===== src/rtl/gmem_port_arbiter.sv =====
// gmem_port_arbiter
//   Round-robin arbiter sharing one graph_memory read port among NUM_REQ
//   requesters. One request is accepted per cycle and issued through a
//   register. Each issued request's requester index is pushed into an
//   in-order ID FIFO, and returning words are routed back by popping it.
//
// Ports
//   clk_in           clock
//   rst_n_in         asynchronous active-low reset
//   req_valid_in     per-requester request valid
//   req_addr_in      per-requester request address (unpacked array)
//   req_ready_out    combinational one-hot grant (0 when FIFO full/in reset)
//   mem_req_out      registered address to the memory port
//   mem_valid_out    one-cycle read strobe to the memory port
//   mem_data_in      read data from memory
//   mem_valid_in     read data valid (responses return in issue order)
//   resp_data_out    registered response data, shared by all requesters
//   resp_valid_out   registered one-hot response strobe
//   outstanding_out  issued requests not yet returned
//   err_out          sticky: response arrived with nothing outstanding
module gmem_port_arbiter #(
  parameter int NUM_REQ         = 2,
  parameter int ADDR_WIDTH      = 32,
  parameter int DATA_WIDTH      = 32,
  parameter int MAX_OUTSTANDING = 4
) (
  input  logic                               clk_in,
  input  logic                               rst_n_in,
  input  logic [NUM_REQ-1:0]                 req_valid_in,
  input  logic [ADDR_WIDTH-1:0]              req_addr_in [NUM_REQ],
  output logic [NUM_REQ-1:0]                 req_ready_out,
  output logic [ADDR_WIDTH-1:0]              mem_req_out,
  output logic                               mem_valid_out,
  input  logic [DATA_WIDTH-1:0]              mem_data_in,
  input  logic                               mem_valid_in,
  output logic [DATA_WIDTH-1:0]              resp_data_out,
  output logic [NUM_REQ-1:0]                 resp_valid_out,
  output logic [$clog2(MAX_OUTSTANDING):0]   outstanding_out,
  output logic                               err_out
);

  localparam int PW = $clog2(MAX_OUTSTANDING);
  localparam int CW = PW + 1;
  localparam int IW = (NUM_REQ > 1) ? $clog2(NUM_REQ) : 1;
  localparam logic [CW-1:0] FULL  = CW'(MAX_OUTSTANDING);
  localparam logic [IW-1:0] LAST  = IW'(NUM_REQ - 1);

  logic [IW-1:0] rr_ptr;
  logic [IW-1:0] grant_idx;
  logic          grant_vld;
  logic [IW-1:0] rd_id;
  logic          pop;
  logic          spurious;
  logic [PW-1:0] wr_ptr;
  logic [PW-1:0] rd_ptr;
  logic [CW-1:0] count;
  logic [IW-1:0] id_fifo [MAX_OUTSTANDING];
  int unsigned   cand;

  // Round-robin search starting at rr_ptr. Uses the count before any pop
  // this cycle, so a returning response never frees a slot the same cycle.
  always_comb begin
    grant_vld     = 1'b0;
    grant_idx     = '0;
    cand          = 0;
    req_ready_out = '0;
    if (rst_n_in && (count != FULL)) begin
      for (int unsigned k = 0; k < NUM_REQ; k++) begin
        cand = (32'(rr_ptr) + k) % NUM_REQ;
        if (!grant_vld && req_valid_in[IW'(cand)]) begin
          grant_vld = 1'b1;
          grant_idx = IW'(cand);
        end
      end
    end
    if (grant_vld) req_ready_out[grant_idx] = 1'b1;
  end

  assign pop             = mem_valid_in && (count != '0);
  assign spurious        = mem_valid_in && (count == '0);
  assign rd_id           = id_fifo[rd_ptr];
  assign outstanding_out = count;

  always_ff @(posedge clk_in or negedge rst_n_in) begin
    if (!rst_n_in) begin
      mem_req_out    <= '0;
      mem_valid_out  <= 1'b0;
      resp_data_out  <= '0;
      resp_valid_out <= '0;
      err_out        <= 1'b0;
      rr_ptr         <= '0;
      wr_ptr         <= '0;
      rd_ptr         <= '0;
      count          <= '0;
    end else begin
      mem_valid_out  <= grant_vld;
      resp_valid_out <= '0;
      if (grant_vld) begin
        mem_req_out <= req_addr_in[grant_idx];
        wr_ptr      <= wr_ptr + PW'(1);
        rr_ptr      <= (grant_idx == LAST) ? '0 : grant_idx + IW'(1);
      end
      if (pop) begin
        resp_valid_out <= NUM_REQ'(1) << rd_id;
        resp_data_out  <= mem_data_in;
        rd_ptr         <= rd_ptr + PW'(1);
      end
      if (spurious) err_out <= 1'b1;
      if (grant_vld && !pop)      count <= count + CW'(1);
      else if (!grant_vld && pop) count <= count - CW'(1);
    end
  end

  // ID storage needs no reset: entries are only read behind a valid push.
  always_ff @(posedge clk_in) begin
    if (grant_vld) id_fifo[wr_ptr] <= grant_idx;
  end

endmodule


===== config.mk =====
export PLATFORM = sky130hd
export DESIGN_NAME = gmem_port_arbiter
export DESIGN_NICKNAME = d
export VERILOG_FILES = /design/src/rtl/gmem_port_arbiter.sv
export SDC_FILE = /design/constraint.sdc
export NUM_CORES = 1
export LEC_CHECK = 0
export BUFFER_PORTS_ARGS = -buffer_cell sky130_fd_sc_hd__buf_2
export CAP_MARGIN = 15
export CORE_MARGIN = 1
export CORE_UTILIZATION = 46
export CTS_CLUSTER_DIAMETER = 200
export CTS_CLUSTER_SIZE = 28
export DETAILED_ROUTE_END_ITERATION = 12
export GPL_ROUTABILITY_DRIVEN = 1
export HOLD_SLACK_MARGIN = 0.12
export PLACE_DENSITY = 0.85
export SKIP_CTS_REPAIR_TIMING = 1
export SLEW_MARGIN = 25
export SYNTH_ARGS = -nofsm -noshare
export SYNTH_HDL_FRONTEND = slang
export SYNTH_SLANG_ARGS = --single-unit
export TNS_END_PERCENT = 100

===== constraint.sdc =====
create_clock -name clk_in -period 2.77 [get_ports clk_in]
set_input_delay 0 -clock clk_in [delete_from_list [all_inputs] [get_ports clk_in]]
set_output_delay 0 -clock clk_in [all_outputs]
set_load 0.02 [all_outputs]

==> qor.json <==
{
  "hold_path.class": {"value": "in -> reg"},
  "fin_cells": {"value": 584},
  "crit_path_end_kind": {"value": "flip-flop"},
  "htreeDepth": {"value": 3},
  "cp_max_fo": {"value": 8},
  "outcome": {"value": "finished, final reports clean"},
  "start_util": {"value": 48.0, "unit": "%"},
  "clock_sink_count": {"value": 80},
  "routed_length_per_placed_instance": {"value": 18.9, "unit": "um"},
  "crit_chain": {"value": "or3b_1 > nand2b_1 > inv_4 > ha_1 > inv_1 > fa_1 > mux2_2"},
  "layout.filler_cells": {"value": 468},
  "finalHoldViolCount": {"value": 0},
  "insertion_delay": {"value": 0.34, "unit": "ns"},
  "core_area": {"value": 7290, "unit": "um2"},
  "yosys.area.top_type_share": {"value": 54.4, "unit": "%"},
  "num_antenna_cells": {"value": 0},
  "synth_area": {"value": 3500, "unit": "um2"},
  "cts_buffers": {"value": 9},
  "number_of_ports_placed_on_the_die_boundary": {"value": 174},
  "synth-warning-count": {"value": 0},
  "cap_viol_max_count": {"value": 0},
  "numnets_final": {"value": 587},
  "drv_slew": {"value": 0},
  "root_buffer": {"value": "sky130_fd_sc_hd__clkbuf_8"},
  "pwr_density_cell": {"value": 938, "unit": "nW/um2"},
  "finalHoldWorstSlack": {"value": 0.124, "unit": "ns"},
  "pin_slew_with_the_least_headroom_to_its_limit": {"value": 0.723, "unit": "ns"},
  "initial_antenna_violation_count": {"value": 0},
  "die_y": {"value": 89.2, "unit": "um"},
  "slew_headroom": {"value": 51.6, "unit": "%"},
  "via_count": {"value": 3234},
  "post_drt_antenna_nets": {"value": 0},
  "total_leakage_power": {"value": 2.52, "unit": "nW"},
  "drt-initial-drc-count": {"value": 163},
  "syn2layout_area_growth": {"value": 51.9, "unit": "%"},
  "layout.cell_area.non_filler": {"value": 5310, "unit": "um2"},
  "dp.cells": {"value": 500},
  "timing.final.crit_share": {"value": 83.5, "unit": "%"},
  "placementRows": {"value": 31},
  "routabilityCongestion": {"value": 0.831},
  "synth_area_leaders": {"value": "sky130_fd_sc_hd__dfrtp_1 54%, sky130_fd_sc_hd__a221o_1 9.2%, sky130_fd_sc_hd__mux2_2 9.0%, sky130_fd_sc_hd__nor4b_1 8.0%, sky130_fd_sc_hd__edfxtp_1 3.4%"},
  "post_layout_utilization_of_the_core": {"value": 72.9, "unit": "%"},
  "drt_pass1_iterations": {"value": 5},
  "synth_sequential_area_ratio": {"value": 57.8, "unit": "%"},
  "drc_errors": {"value": 0},
  "power_frac_clock": {"value": 18.1, "unit": "%"},
  "final-setup-viol-count": {"value": 0},
  "avgSynthCellArea": {"value": 14.6, "unit": "um2"},
  "rsz0062_at_grt": {"value": "no"},
  "detailed_place_hpwl": {"value": 6.18, "unit": "mm"},
  "arrival": {"value": 2.54, "unit": "ns"},
  "timing_worst_setup_path_type": {"value": "reg -> reg"},
  "final_period_minus_worst_setup_slack": {"value": 2.31, "unit": "ns"},
  "worst-endpoint-required": {"value": 2.99, "unit": "ns"},
  "maxClockFrequency": {"value": 432, "unit": "MHz"},
  "preCtsSetupSlack": {"value": 0.491, "unit": "ns"},
  "vias_per_cell": {"value": 5.54},
  "postSynthNetCount": {"value": 347},
  "cp_num_buf_inv": {"value": 2},
  "power_switching": {"value": 1.98, "unit": "mW"},
  "skew": {"value": 0.0113, "unit": "ns"},
  "comb_power_share": {"value": 42.8, "unit": "%"},
  "io_buffer_count": {"value": 173},
  "die_area": {"value": 7950, "unit": "um2"},
  "cts.reportedPaths.clkPinSlew": {"value": 0.09, "unit": "ns"},
  "placedInstanceArea": {"value": 4420, "unit": "um2"},
  "synth_cell_types": {"value": 30},
  "cp_top_family": {"value": "adder cells"},
  "cell_internal_pwr": {"value": 3.01, "unit": "mW"},
  "ctsLongestPathBuffers": {"value": 2},
  "grt_pass1_wl": {"value": 13.5, "unit": "mm"},
  "vias_in_the_first_global_route": {"value": 2779},
  "globalRouteTotalUtil": {"value": 22.7, "unit": "%"},
  "power.ir.vdd_worst": {"value": 0.442, "unit": "mV"},
  "worstSetupStartpointType": {"value": "flip-flop"},
  "synthCells": {"value": 240},
  "post_route_cells_drive_above_1_share": {"value": 47.8, "unit": "%"},
  "ff_latch_count_synth": {"value": 80},
  "power.share.sequential": {"value": 39.1, "unit": "%"},
  "tritoncts": {"value": "done"},
  "pin_count_of_the_biggest_net_entering_global_routing": {"value": 81},
  "wirelength": {"value": 11.1, "unit": "mm"},
  "power": {"value": 4.98, "unit": "mW"},
  "synth_top_cell_by_area": {"value": "sky130_fd_sc_hd__dfrtp_1"},
  "max_stage_delay": {"value": 0.51, "unit": "ns"},
  "switching_share": {"value": 39.7, "unit": "%"},
  "die_x_extent": {"value": 89.2, "unit": "um"},
  "cp_slowest_cell": {"value": "sky130_fd_sc_hd__dfrtp_1"},
  "grt.overflow.total": {"value": 0},
  "setup_ws": {"value": 0.456, "unit": "ns"},
  "setup_total_neg_slack": {"value": 0, "unit": "ns"}
}
## path summary, 6_finish.rpt
kind                                          from                 end  slack (ns)  cells after the start
worst max register to register  outstanding_out[1]  outstanding_out[1]        0.46                      7
worst max-delay path            outstanding_out[1]  outstanding_out[1]        0.46                      7
worst min register to register             err_out             err_out        0.46                      1
min in group asynchronous                 rst_n_in      mem_req_out[5]        0.36                      3
max in group asynchronous                 rst_n_in     mem_req_out[29]        1.94                      3
worst min-delay path               req_addr_in[28]     mem_req_out[28]        0.12                      3
## layout by cell type (no fill, tap or decap), drive strengths merged, types with 2 or more instances in the layout
cell type    Yosys  routed
buf             13     181
dfrtp           76      76
dlygate4sd3      0      68
mux2            34      34
nor4b           32      32
a221o           32      32
clkbuf           7      10
inv              5       7
and2             5       5
ha               5       5
edfxtp           4       4
nor3             4       4
nor2             3       3
xnor2            3       3
xor2             3       3
clkinv           0       3
nand2            2       2
a31oi            2       2
nor2b            2       2
## synthesized netlist by cell type
library cell,count
sky130_fd_sc_hd__buf_6,3
sky130_fd_sc_hd__mux2_4,1
sky130_fd_sc_hd__inv_4,1
sky130_fd_sc_hd__o21ai_0,1
sky130_fd_sc_hd__a221o_1,32
sky130_fd_sc_hd__edfxtp_1,4
sky130_fd_sc_hd__nor3_4,1
sky130_fd_sc_hd__mux2_1,5
sky130_fd_sc_hd__nor2_1,3
sky130_fd_sc_hd__nor2b_1,2
sky130_fd_sc_hd__a31oi_1,2
sky130_fd_sc_hd__ha_1,5
sky130_fd_sc_hd__or3b_1,1
sky130_fd_sc_hd__inv_1,4
sky130_fd_sc_hd__a21o_1,1
sky130_fd_sc_hd__xnor2_1,3
sky130_fd_sc_hd__nand2b_1,1
sky130_fd_sc_hd__fa_1,1
sky130_fd_sc_hd__mux4_2,1
sky130_fd_sc_hd__clkbuf_1,7
sky130_fd_sc_hd__xor2_1,3
sky130_fd_sc_hd__dfrtp_1,76
sky130_fd_sc_hd__and2_1,5
sky130_fd_sc_hd__nor4b_1,32
sky130_fd_sc_hd__nand2_1,2
sky130_fd_sc_hd__nor3_1,3
sky130_fd_sc_hd__buf_4,10
sky130_fd_sc_hd__o31ai_4,1
sky130_fd_sc_hd__nor3b_4,1
sky130_fd_sc_hd__mux2_2,28
## tightest hold or removal path, delay by kind of cell
family                 cells  cell delay [ns]
buffers and inverters      1             0.07
AOI/OAI and AO/OA          1             0.15
and+or+nand+nor            1             0.22
## sequential cells by signal (all words and copies together), names as in the netlist, 2 cells and up
name / cells
mem_req_out: 32
resp_data_out: 32
id_fifo: 4
outstanding_out: 3
rd_ptr: 2
resp_valid_out: 2
wr_ptr: 2
## per-layer routing
metal / track usage [%] / share of wire (%) / up-vias
li1: - / - / 1407
met1: 26.5 / 38 / 1605
met2: 39.6 / 52 / 179
met3: 6.19 / 6.9 / 43
met4: 9.38 / 3.4 / 0
met5: 0 / 0 / -
## logic make-up after synthesis
kind of cell	after synthesis	share of synthesized area, %
adders and majority gates	6	2.36
buffers and inverters	25	4.47
muxes	35	11.7
xor gates and xnor gates	6	1.50
and+or+nand+nor	51	11.7
AOI/OAI and AO/OA	37	10.5
DFF	80	57.8
## power by group through the flow
stage	clock network [mW]	registers [mW]	logic [mW]
floorplan	0	2.40	0.849
global placement	0	1.91	1.96
detailed placement	0	1.94	2.02
CTS	0.915	1.92	2.03
global route	0.976	2.00	2.28
finish	0.903	1.95	2.13
## area by class of cell
type                            instances  area (um2)  area share, %
Clock inverter                          6        62.6           1.18
Multi-Input combinational cell        135        1320           24.9
Sequential cell                        80        2020           38.1
Inverter                                5        21.3          0.400
Timing Repair Buffer                  249        1610           30.4
Clock buffer                           10         149           2.80
Tap cell                               99         124           2.33
Power figures use the tool's default switching activity.
